`src/rtl/vga_pkg.sv`:
```
// Shared VGA definitions: active area, replication factor, scanout latency,
// the 12-bit colour type and the sideband record carried down the delay line.
package vga_pkg;

   localparam int HACTIVE     = 1024;
   localparam int VACTIVE     = 768;
   localparam int SCALE_SHIFT = 2;
   localparam int SCANOUT_LAT = 3;
   localparam int PAL_DEPTH   = 16;

   typedef struct packed {
      logic [3:0] r;
      logic [3:0] g;
      logic [3:0] b;
   } rgb12_t;

   typedef struct packed {
      logic vidon;
      logic hsync;
      logic vsync;
      logic first;
   } sideband_t;

   // Blanking, syncs released, not the first pixel.
   localparam sideband_t SB_IDLE = '{vidon: 1'b0, hsync: 1'b1, vsync: 1'b1, first: 1'b0};

   function automatic rgb12_t grey(input logic [3:0] i);
      return '{r: i, g: i, b: i};
   endfunction

endpackage

```
`src/rtl/vga_palette.sv`:
```
// 16-entry colour register file: one write port, one registered read port.
// Reset loads a greyscale ramp; a disabled read returns black.
module vga_palette
   import vga_pkg::*;
(
   input  logic       clk,
   input  logic       reset,
   input  logic       wr_en,
   input  logic [3:0] wr_idx,
   input  rgb12_t     wr_rgb,
   input  logic       rd_en,
   input  logic [3:0] rd_idx,
   output rgb12_t     rd_rgb
);

   rgb12_t mem [PAL_DEPTH];

   always_ff @(posedge clk or posedge reset) begin
      if (reset) begin
         for (int i = 0; i < PAL_DEPTH; i++) begin
            mem[i] <= grey(4'(i));
         end
      end else if (wr_en) begin
         mem[wr_idx] <= wr_rgb;
      end
   end

   // Reads sample the array before this edge's write lands: same-edge returns old colour.
   always_ff @(posedge clk or posedge reset) begin
      if (reset) begin
         rd_rgb <= '0;
      end else if (rd_en) begin
         rd_rgb <= mem[rd_idx];
      end else begin
         rd_rgb <= '0;
      end
   end

endmodule

```
`src/rtl/vga_fb_scanout.sv`:
```
// Framebuffer scanout stage: timing-generator coordinates in, palette-mapped
// colour out, with syncs delayed to stay aligned with the colour pins.
module vga_fb_scanout
   import vga_pkg::*;
#(
   parameter int SCALE_SHIFT = vga_pkg::SCALE_SHIFT,
   parameter int FB_AW       = 16,
   parameter int LAT         = SCANOUT_LAT
) (
   input  logic             clk,
   input  logic             reset,
   input  logic [10:0]      x,
   input  logic [9:0]       y,
   input  logic             vidon,
   input  logic             hsync_in,
   input  logic             vsync_in,
   output logic [FB_AW-1:0] fb_addr,
   input  logic [3:0]       fb_rdata,
   input  logic             pal_wr_valid,
   input  logic [3:0]       pal_wr_idx,
   input  logic [11:0]      pal_wr_rgb,
   output logic             pal_wr_ready,
   output logic [3:0]       r,
   output logic [3:0]       g,
   output logic [3:0]       b,
   output logic             hsync,
   output logic             vsync,
   output logic             vidon_out,
   output logic             frame_start,
   output logic [7:0]       frame_cnt
);

   logic [FB_AW-1:0] addr_next;
   sideband_t        sb_in;
   sideband_t        sb [LAT];
   rgb12_t           pix;
   logic             pal_wr_en;

   // Palette write handshake: a request is taken on any edge where
   // pal_wr_valid & pal_wr_ready; until then the requester holds valid and
   // its idx/rgb stable. Ready only outside active video and out of reset.
   assign pal_wr_ready = ~vidon & ~reset;
   assign pal_wr_en    = pal_wr_valid & pal_wr_ready;

   always_comb begin
      addr_next = '0;
      if (vidon) begin
         addr_next = FB_AW'({y[9:SCALE_SHIFT], x[9:SCALE_SHIFT]});
      end
   end

   always_ff @(posedge clk or posedge reset) begin
      if (reset) begin
         fb_addr <= '0;
      end else begin
         fb_addr <= addr_next;
      end
   end

   always_comb begin
      sb_in       = SB_IDLE;
      sb_in.vidon = vidon;
      sb_in.hsync = hsync_in;
      sb_in.vsync = vsync_in;
      sb_in.first = (x == '0) && (y == '0);
   end

   // Sideband delay line; the RAM read and palette lookup fill the same three stages.
   always_ff @(posedge clk or posedge reset) begin
      if (reset) begin
         for (int i = 0; i < LAT; i++) begin
            sb[i] <= SB_IDLE;
         end
      end else begin
         sb[0] <= sb_in;
         for (int i = 1; i < LAT; i++) begin
            sb[i] <= sb[i-1];
         end
      end
   end

   vga_palette u_palette (
      .clk    (clk),
      .reset  (reset),
      .wr_en  (pal_wr_en),
      .wr_idx (pal_wr_idx),
      .wr_rgb (rgb12_t'(pal_wr_rgb)),
      .rd_en  (sb[LAT-2].vidon),
      .rd_idx (fb_rdata),
      .rd_rgb (pix)
   );

   // Counts on the edge that loads the flag into the last stage.
   always_ff @(posedge clk or posedge reset) begin
      if (reset) begin
         frame_cnt <= '0;
      end else if (sb[LAT-2].first) begin
         frame_cnt <= frame_cnt + 8'd1;
      end
   end

   assign r           = pix.r;
   assign g           = pix.g;
   assign b           = pix.b;
   assign hsync       = sb[LAT-1].hsync;
   assign vsync       = sb[LAT-1].vsync;
   assign vidon_out   = sb[LAT-1].vidon;
   assign frame_start = sb[LAT-1].first;

endmodule
```
`config.mk`:
```
export PLATFORM = sky130hd
export DESIGN_NAME = vga_fb_scanout
export DESIGN_NICKNAME = d
export VERILOG_FILES = /design/src/rtl/vga_pkg.sv /design/src/rtl/vga_palette.sv /design/src/rtl/vga_fb_scanout.sv
export SDC_FILE = /design/constraint.sdc
export NUM_CORES = 1
export LEC_CHECK = 0
export ABC_AREA = 1
export CORE_MARGIN = 3
export CORE_UTILIZATION = 40
export DETAILED_ROUTE_END_ITERATION = 16
export DONT_BUFFER_PORTS = 1
export SETUP_SLACK_MARGIN = 0.3
export SYNTH_ARGS = -nofsm -noshare
export SYNTH_HDL_FRONTEND = slang
export SYNTH_HIERARCHICAL = 1
export SYNTH_SLANG_ARGS = --single-unit
```
`constraint.sdc`:
```
create_clock -name clk -period 15.67 [get_ports clk]
set_input_delay 2.3505 -clock clk [delete_from_list [all_inputs] [get_ports clk]]
set_output_delay 2.3505 -clock clk [all_outputs]
set_load 0.02 [all_outputs]
```
# Word level (Yosys, flattened, before mapping)

Cells that the tools add are included.

Bits in registers: 240

Bitwise operators: 6
$add $sub $neg: 1
Order comparisons: 3
Mux-type cells: 8
Reduce and logical (&&, ||, !) cells: 4

Operators by type and width:

| operator                                           | number |
|---|---|
| bitwise mux 192 bit                                | 1 |
| binary-select mux 12 bit (select 4 bit)            | 1 |
| demux 12 bit (select 4 bit)                        | 1 |
| 2-to-1 mux 12 bit                                  | 4 |
| 2-to-1 mux 16 bit                                  | 1 |
| logical NOT 11 bit                                 | 1 |
| >= comparator 5 bit, second input constant         | 2 |
| logical NOT 10 bit                                 | 1 |
| inverter 4 -> 5 bit                                | 2 |
| adder 8 x 1 -> 8 bit, second input constant        | 1 |
| < comparator 5 x 1 -> 1 bit, second input constant | 1 |
| bitwise AND 1 bit                                  | 2 |
| logical AND 1 bit                                  | 2 |
| inverter 1 bit                                     | 2 |

# Depth between registers and ports, before layout

Word-level depth: 6
Gate-level depth with buffers: 9
Depth with buffers taken out: 7

# Cells and area by module

The synthesis kept the hierarchy.

By module, submodules not included:

| module         | area each (um^2) | times used | cells an instance |
|---|---|---|---|
| vga_palette    | 9798.1           | 1          | 1249 |
| vga_fb_scanout | 1332.5           | 1          | 130 |

# Worst setup path before layout

Ideal clock, no wire load.

Path kind: input -> output
Start point: input vidon
End point: output pal_wr_ready
Path buffers: 2
Data arrival time: 2.966 ns
Slack: 10.354 ns
Stages: 3
Data required time: 13.320 ns
Path through: buf_2 buf_2 nor2_1

Cells in the longest elaborated chain, start to end: 2

RTL lines:

| element           | line                 | source |
|---|---|---|
| from (decl)       | vga_fb_scanout.sv:14 | `input logic vidon,` |
| inverter 1 bit    | vga_fb_scanout.sv:42 | `assign pal_wr_ready = ~vidon & ~reset;` |
| bitwise AND 1 bit | vga_fb_scanout.sv:42 |  |
| to (decl)         | vga_fb_scanout.sv:22 | `output logic pal_wr_ready,` |

Every way passes these cells.

# Worst setup path in the final report

Ends and elaborated chain as after synthesis.

==> run summary <==
status: completed
CTS tree: done
1st-iter DRT viols: 744
core area: 27180 um2
Post-synth EDFFs: 0
max_slew headroom: 21.86%
antenna cells: 0
die area: 29870 um2
Inserted Clock Buffers: 27
grt ovf: 0
CP Capture Type: primary output
root cell of the clock tree: clkbuf_16
Cells after Synth: 1379
Post-Layout Cell Count: 1721
hpwl dp: 17080 um
Critical Path RT: 13.32 ns
Die H: 172.8 um
# Post-CTS Setup Buffers: 0
nets@finish: 1376
Critical Path Fanout Max: 19
Hold-fix buffers, CTS: 0
post-route ant nets: 0
mux contribution to synthesized area: 0.1012%
Inst Count DP: 1671
drt total wl: 27710 um
Post-Synth XOR/XNOR Area: 0.2361%
htree depth: 1
synthesized area: 11130 um2
Vias/cell: 4.917
I/O Buffers: 0
Hold/Removal Path Class: reg -> reg
post-synthesis register bit count: 240
filler instances: 2762
Comb pwr share: 10.6%
Post-synth ARST share: 100.0%
post-synth cell types: 30
Post-Synth Simple-Gate Area: 25.63%
# setup viols final: 0
DR DRC count: 0
RSZ-0062 raised after global routing: false
RePlAce Congestion: 0.8078
Setup Total Neg Slack: 0 ns
Rows: 60
Final Max Slew Viols: 0
Layout area overhead: 9.060%
PostCTS Resize Cnt: 0
Top FF cell, synth: dfrtp_1
Clk pwr share: 40.8%
post-synthesis net count: 1427
fin crit share: 31.95%
Pleak: 5.728 nW
initial antenna violation count: 0
nature of the critical path startpoint: primary input
post-synthesis adder-cell area fraction: 0.1124%
Peak Freq: 0.1998 GHz
Int Pwr: 0.001177 W
area leader, netlist: dfrtp_1
GRT Util Overall: 18.45%
Synth Area in Compound Gates: 9.476%
pin count of the biggest net entering global routing: 113
Max-Cap Viols: 0
share of cells above drive strength 1: 14.01%
YS warnings: 6
Worst EP arrival: 2.66 ns
Slew @ Worst Pin: 1.167 ns
sw frac: 25.18%
clk slew on worst S/H paths: 0.06 ns
multi-input logic area: 3963 um2
number of global-route vias before repair: 7917
syn_area_per_cell: 8.072 um2
Seq/Total Area, Yosys: 55.10%
largest cells by area after synthesis: dfrtp_1, dfstp_2, nand2_1
Initial Util: 40.96%
first-pass GRT wire length: 44790 um
clk sinks: 240
Buf/Inv on CP: 0
clock latency on the worst-skew pair: 0.53 ns
clock buffer depth: 3
delay-heaviest family, CP: simple AND/OR/NAND/NOR gates
Yosys top cell area share: 31.03%
drt first pass iters: 5
largest family of logic cells by synthesized area: simple AND/OR/NAND/NOR gates
via count: 8463
Reg area: 6133 um2
Hold Vio Cnt, Final: 0
IO Pins: 88
Slowest cell on crit path: nor2_1
Die Width: 172.8 um
post-layout min period: 5.006 ns
Worst path max stage delay: 0.30 ns
switching pwr: 0.0003961 W
crit-path cells: nor2_1
Fin Clk Skew: 0.01241 ns
WL/cell: 16.10 um
sequential share of power: 48.6%
critical path type: in -> out
Max VDD drop: 0.07797 mV
pwr/cell area: 129.6 nW/um2
[kinds of logic (layout without fill, tap and decap cells)]
| family | Yosys count | count (layout) |
|---|---|---|
| AND/OR/NAND/NOR | 682 | 682 |
| buffers and inverters | 245 | 215 |
| flip-flops | 240 | 240 |
| AO/OA/AOI/OAI | 207 | 207 |
| XOR/XNOR | 3 | 3 |
| adder cells (fa/ha/maj) | 1 | 1 |
| multiplexers | 1 | 1 |
[cells in the final DEF (no fill, tap or decap)]
| master | n |
|---|---|
| o21ai_2 | 5 |
| inv_1 | 155 |
| inv_2 | 2 |
| mux2_2 | 1 |
| clkbuf_1 | 2 |
| clkbuf_8 | 9 |
| nor2_2 | 2 |
| nand2_1 | 490 |
| nand3_2 | 5 |
| nor2_4 | 6 |
| inv_8 | 1 |
| a21oi_1 | 12 |
| inv_6 | 3 |
| ha_1 | 1 |
| dfstp_2 | 102 |
| clkinvlp_4 | 1 |
| nor3_4 | 2 |
| xor2_1 | 3 |
| o21ai_0 | 155 |
| o21ai_1 | 35 |
| nor2_1 | 42 |
| buf_4 | 5 |
| clkinv_2 | 7 |
| nand2_2 | 8 |
| nor3b_2 | 1 |
| dfrtp_1 | 138 |
| nand3_1 | 124 |
| clkinv_1 | 1 |
| nand3b_1 | 2 |
| bufinv_16 | 2 |
| clkbuf_16 | 27 |
[state kept, by name, indices dropped and copies added, names as in the netlist]
register and cells:
fb_addr 16, frame_cnt 8, frame_start 1, hsync 1, sb 8, u_palette/mem 192
u_palette/rd_rgb 12, vidon_out 1, vsync 1
[through the flow]
| stage | setup slack [ns] | total power (W) | utilization [%] | hold slack (ns) | instance area (um2) |
|---|---|---|---|---|---|
| 2_1_floorplan | 7.911 | 0.0009071 | - | 0.3312 | 11130 |
| 3_3_place_gp | 10.66 | 0.0009349 | 41.26 | 0.3344 | 11210 |
| 3_5_place_dp | 10.66 | 0.0009409 | 41.26 | 0.3387 | 11210 |
| 4_1_cts | 10.66 | 0.001592 | 44.67 | 0.3558 | 12140 |
| 5_1_grt | 10.65 | 0.001660 | 44.67 | 0.3590 | 12140 |
| 6_report | 10.66 | 0.001573 | 44.67 | 0.3540 | 12140 |
[cell type report]
cell class / count / area share [%]
Clock buffer: 38 / 6.648
Tap cell: 372 / 3.834
Clock inverter: 12 / 0.9895
Inverter: 160 / 5.051
Sequential cell: 240 / 50.53
Timing Repair Buffer: 5 / 0.3092
Multi-Input combinational cell: 894 / 32.64
[power by group through the flow]
stage | clock network [W] | registers (W) | logic (W)
final | 0.000641 | 0.000765 | 0.000167
after global routing | 0.000688 | 0.000774 | 0.000198
after CTS | 0.000660 | 0.000765 | 0.000168
after detailed placement | 0 | 0.000774 | 0.000167
after global placement | 0 | 0.000772 | 0.000163
after floorplan | 0 | 0.000765 | 0.000142
[synthesized netlist by cell type (3+ instances only)]
library cell and instances:
nand3_2 5, buf_2 35, xor2_1 3, a21oi_1 12, dfrtp_1 138, inv_1 156, dfstp_2 102, o21ai_1 35
nand3_1 124, clkbuf_2 5, nor2_1 42, nand2_1 490, o21ai_2 5, nor2_4 6, nand2_2 8, o21ai_0 155
buf_4 4, buf_6 6, clkbuf_1 32
[final timing paths]
check,depth (start not counted),slack [ns],from,end
max in group asynchronous,3,11.91,reset,u_palette/mem[133]
min,0,0.35,sb[6],hsync
min in group asynchronous,1,1.74,reset,u_palette/mem[167]
max reg2reg,6,14.19,u_palette/mem[124],u_palette/rd_rgb[4]
max,1,10.66,vidon,pal_wr_ready
min reg2reg,0,0.35,sb[6],hsync
[routing by layer]
layer  share of wire (%)  up-vias  global-route usage [%]  wire, um
li1                    -     4187                       -         -
met1                  47     4030                   26.86     12890
met2                  46      211                   29.07     12690
met3                 5.5       35                   2.723      1519
met4                 2.2        0                   4.764       609
met5                   0        -                       0         0
(Power assumes the default switching activity.)
